$ cat config.mk
export PLATFORM = sky130hd
export DESIGN_NAME = serial_addsub
export DESIGN_NICKNAME = d
export VERILOG_FILES = /design/src/rtl/serial_addsub.sv
export SDC_FILE = /design/constraint.sdc
export NUM_CORES = 1
export LEC_CHECK = 0
export BUFFER_PORTS_ARGS = -buffer_cell sky130_fd_sc_hd__buf_2
export CORE_MARGIN = 3
export CORE_UTILIZATION = 58
export CTS_BUF_LIST = sky130_fd_sc_hd__clkbuf_8
export DETAILED_ROUTE_END_ITERATION = 10
export PLACE_DENSITY = 0.83
export SETUP_SLACK_MARGIN = 0.2
export SLEW_MARGIN = 20
export SYNTH_ARGS = -nofsm -noshare
export SYNTH_HDL_FRONTEND = slang
export SYNTH_SLANG_ARGS = --single-unit
$ cat constraint.sdc
create_clock -name clk -period 5.9 [get_ports clk]
set_clock_uncertainty 0.2 [all_clocks]
set_input_delay 0.59 -clock clk [delete_from_list [all_inputs] [get_ports clk]]
set_output_delay 0.59 -clock clk [all_outputs]
set_load 0.02 [all_outputs]
$ cat src/rtl/serial_addsub.sv
// serial_addsub: digit-serial two's-complement adder/subtractor behind a start/busy/done handshake
module serial_addsub #(
  parameter int WIDTH = 10,
  parameter int SLICE = 4
) (
  input  logic             clk,
  input  logic             reset,
  input  logic             start,
  input  logic             sub,
  input  logic [WIDTH-1:0] A,
  input  logic [WIDTH-1:0] B,
  output logic             busy,
  output logic             done,
  output logic [WIDTH-1:0] Sum,
  output logic             cout,
  output logic             overflow
);
  localparam int N = (WIDTH + SLICE - 1) / SLICE;
  localparam int LB = WIDTH - (N - 1) * SLICE;
  localparam int KW = N > 1 ? $clog2(N) : 1;
  localparam logic [KW-1:0] KLAST = KW'(N - 1);
  typedef enum logic [1:0] {IDLE, RUN, DONE} state_t;
  state_t state_q, state_d;
  logic [WIDTH-1:0] a_q, a_d, b_q, b_d, sum_q, sum_d, bx;
  logic carry_q, carry_d, cout_q, cout_d, ovf_q, ovf_d, amsb_q, amsb_d, bmsb_q, bmsb_d;
  logic [KW-1:0] k_q, k_d;
  logic [SLICE:0] dsum;
  logic last;
  assign bx = sub ? ~B : B;
  assign last = k_q == KLAST;
  assign dsum = {1'b0, a_q[SLICE-1:0]} + {1'b0, b_q[SLICE-1:0]} + (SLICE+1)'(carry_q);
  // Operands shift down one digit per cycle; result digits enter from the top, and the
  // final digit shifts by only its live width so digit 0 lands at bit 0.
  always_comb begin
    state_d = state_q;
    a_d = a_q;
    b_d = b_q;
    sum_d = sum_q;
    carry_d = carry_q;
    cout_d = cout_q;
    ovf_d = ovf_q;
    amsb_d = amsb_q;
    bmsb_d = bmsb_q;
    k_d = k_q;
    if (state_q == RUN) begin
      a_d = a_q >> SLICE;
      b_d = b_q >> SLICE;
      sum_d = WIDTH'({dsum[SLICE-1:0], sum_q} >> (last ? LB : SLICE));
      carry_d = dsum[SLICE];
      k_d = last ? '0 : k_q + 1'b1;
      if (last) begin
        cout_d = dsum[LB];
        ovf_d = (amsb_q == bmsb_q) && (sum_d[WIDTH-1] != amsb_q);
        state_d = DONE;
      end
    end else if (start) begin
      a_d = A;
      b_d = bx;
      carry_d = sub;
      amsb_d = A[WIDTH-1];
      bmsb_d = bx[WIDTH-1];
      k_d = '0;
      state_d = RUN;
    end else if (state_q == DONE) begin
      state_d = IDLE;
    end
  end
  always_ff @(posedge clk or posedge reset) begin
    if (reset) begin
      state_q <= IDLE;
      a_q <= '0;
      b_q <= '0;
      sum_q <= '0;
      carry_q <= 1'b0;
      cout_q <= 1'b0;
      ovf_q <= 1'b0;
      amsb_q <= 1'b0;
      bmsb_q <= 1'b0;
      k_q <= '0;
    end else begin
      state_q <= state_d;
      a_q <= a_d;
      b_q <= b_d;
      sum_q <= sum_d;
      carry_q <= carry_d;
      cout_q <= cout_d;
      ovf_q <= ovf_d;
      amsb_q <= amsb_d;
      bmsb_q <= bmsb_d;
      k_q <= k_d;
    end
  end
  assign busy = state_q == RUN;
  assign done = state_q == DONE;
  assign Sum = sum_q;
  assign cout = cout_q;
  assign overflow = ovf_q;
endmodule

==> impl_metrics.toml <==
[synthesis]
ys_warn_count = 0
ys_types = 27
synth_fp_nets = 231
yosysSeqAreaShare_pct = 50.8
synth_compound_area_share_pct = 13.2
yosys.area_share.simple_pct = 15.6
synth_ff_type = "dfrtp_1"
synth_mux_area_share_pct = 6.84
synthCells = 202
synth-edff-count = 0
synthAdderAreaFrac_pct = 4.04
synth_top_family_by_area = "simple AND/OR/NAND/NOR gates"
synthXorXnorAreaFrac_pct = 5.02
syn_area_per_cell_um2 = 9.50
ys_async_sr_fraction_pct = 100
netlist_area_um2 = 1920
ys_ff_latch = 39

[pwr]
p_int_mw = 0.673
p_comb_share_pct = 45.1
seq_power_share_pct = 40.7
switchingPower_mw = 0.502
leakagePower_nw = 1.07
p_sw_share_pct = 42.7
peakVddDrop_uv = 222
clockPowerShare_pct = 14.2
p_per_area_nw_per_um2 = 541

[worst_setup_path]
endpoint_kind = "primary output"
rr_endpoint = "Sum[8]"
crit_path_end = "busy"
arrival_ns = 1.89
critPathLaunchType = "flip-flop"
worst_setup_path_startpoint = "state_q[1]"
r2r-start = "a_q[0]"
r2r_slack_ns = 3.76
critPathKind = "reg2out"
r2r_cells = 6
cp_max_fo = 53
crit_required_ns = 5.11

[clock_tree]
clk-insertion-delay-late_ns = 0.30
clkSlewWorstSetupHoldPaths_ns = 0.07
post_cts_buffers = 0
post_cts_resized = 0
htreeDepth = 2
cts_buffers = 5
cts_max_path_buffers = 2
cts_root_buffer = "clkbuf_8"
clock_sinks = 39
cts_tree = "done"
postCtsHoldBufs = 0

[placement]
gp_congestion = 0.776
io_buffers = 37
pre_cts_ws_ns = 3.54
place_hpwl_mm = 2.39

[global_route]
grt_overflow_total = 0
antenna_found_initial = 0
grt_pass1_vias = 1381
grt_start_max_net_pins = 54
grt_use_total_pct = 18.9
grt_pass1_wl_mm = 5.85

[timing]
hold_viol = 0
slew_violations = 0
fin_setup_tns_ns = 0
setup_viol = 0
finalCritPeriodShare_pct = 45.4
fmax_mhz = 374
grt_setup_unrepaired = "false"
tightest_slew_ns = 0.752
max-slew-margin-rel_pct = 49.8
fin_ws_ns = 3.22
fin_crit_ns = 2.68
whs_ns = 0.194

[floorplan]
dieHeight_um = 63.5
start_util_pct = 61.9
num_rows = 20
fp.dieW_um = 63.5
io_pins = 38
die_area_um2 = 4040
core_area_um2 = 3100

[detailed_routing]
drc = 0
wl_mm = 3.40
drtPass1Iterations = 4
wl_per_cell_um = 12.2
num_vias = 1456
drt_iter0_drc = 66
ant_nets = 0
routed_via_density = 5.22

[cells_and_area]
area_growth_pct = 13.2
nets = 263
drive_gt1_share_pct = 20.4
diodes = 0

[hold_path]
hold_path_class = "in2async"

[job]
maxCapViolCount = 0

[status]
status = "completed"
registers in the layout, summed over array words and instances, names as in the netlist, 2 cells and up:
| name | flops |
|---|---|
| Sum | 10 |
| state_q | 2 |
| b_q | 10 |
| k_q | 2 |
| a_q | 10 |
final cells by class:
class | instances | area, µm²
Multi-Input combinational cell | 148 | 860
Tap cell | 44 | 55.1
Sequential cell | 39 | 976
Inverter | 2 | 7.51
Timing Repair Buffer | 38 | 193
Fill cell | 261 | 931
Clock buffer | 5 | 68.8
Clock inverter | 3 | 12.5
cells in the final DEF, fill, tap and decap left out:
cell type and count:
a21o_1 2, inv_1 3, o21ai_0 21, buf_4 1, nand2_1 41, nand2b_1 2, or3_1 1, and2b_2 1
ha_1 3, nor3_1 2, clkbuf_8 5, fa_1 2, buf_2 37, nand3_1 1, o31ai_1 1, mux2_2 1
mux2i_1 12, a21o_2 1, nor2_1 26, a211oi_1 5, a31oi_1 8, a21oi_1 6, xnor2_1 11, clkinv_2 1
inv_2 1, nor2b_1 1, dfrtp_1 39
per-stage QoR:
stage                     instance area [µm²]  power, mW  utilization (%)  std cells
final                                    2170       1.17             70.0        279
after global placement                   2090      0.990             67.4        271
after global routing                     2170       1.28             70.0        279
after floorplan                          1920      0.902                -        202
after detailed placement                 2090       1.02             67.4        271
after CTS                                2170       1.19             70.0        279
worst min-delay path by stage:
stage	startpoint	end	slack, ns	cells past startpoint
6_report	reset	b_q[9]	0.19	3
5_1_grt	reset	a_q[9]	0.27	3
4_1_cts	reset	a_q[9]	0.21	3
3_5_place_dp	b_q[4]	b_q[0]	0.27	2
3_3_place_gp	a_q[9]	a_q[5]	0.25	2
2_1_floorplan	b_q[4]	b_q[0]	0.24	2
synth_stat cells, types with 3 or more instances:
cell type | n | area share, %
ha_1 | 3 | 2.0
a211oi_1 | 5 | 2.0
mux2i_1 | 12 | 6.3
a31oi_1 | 8 | 2.6
o21ai_0 | 21 | 5.5
dfrtp_1 | 39 | 51
xnor2_1 | 11 | 5.0
nand2_1 | 41 | 8.0
buf_2 | 9 | 2.3
a21oi_1 | 6 | 1.6
nor2_1 | 26 | 5.1
power groups by stage:
stage	logic [mW]	clock network [mW]	registers (mW)
final	0.530	0.167	0.478
after floorplan	0.387	0	0.515
after global placement	0.514	0	0.476
after global routing	0.604	0.183	0.496
after detailed placement	0.536	0	0.483
after CTS	0.538	0.171	0.479
cells by family after synthesis:
kind of cell,Yosys count
AO/OA/AOI/OAI,44
XOR/XNOR,11
adder cells (fa/ha/maj),5
buffers and inverters,15
flip-flops,39
multiplexers,13
AND/OR/NAND/NOR,75
worst max-delay path, stage by stage (launching register included):
cell and delay, ns:
dfrtp_1 0.37, nand2b_1 0.29, inv_2 0.63, buf_2 0.29
layer usage:
metal	up-vias	global-route usage, %	wire length [µm]
met5	-	0	0
met4	0	11.3	92
met3	8	4.81	141
met2	24	32.5	1680
met1	685	20.8	1490
li1	739	-	-
(Power assumes the default switching activity.)
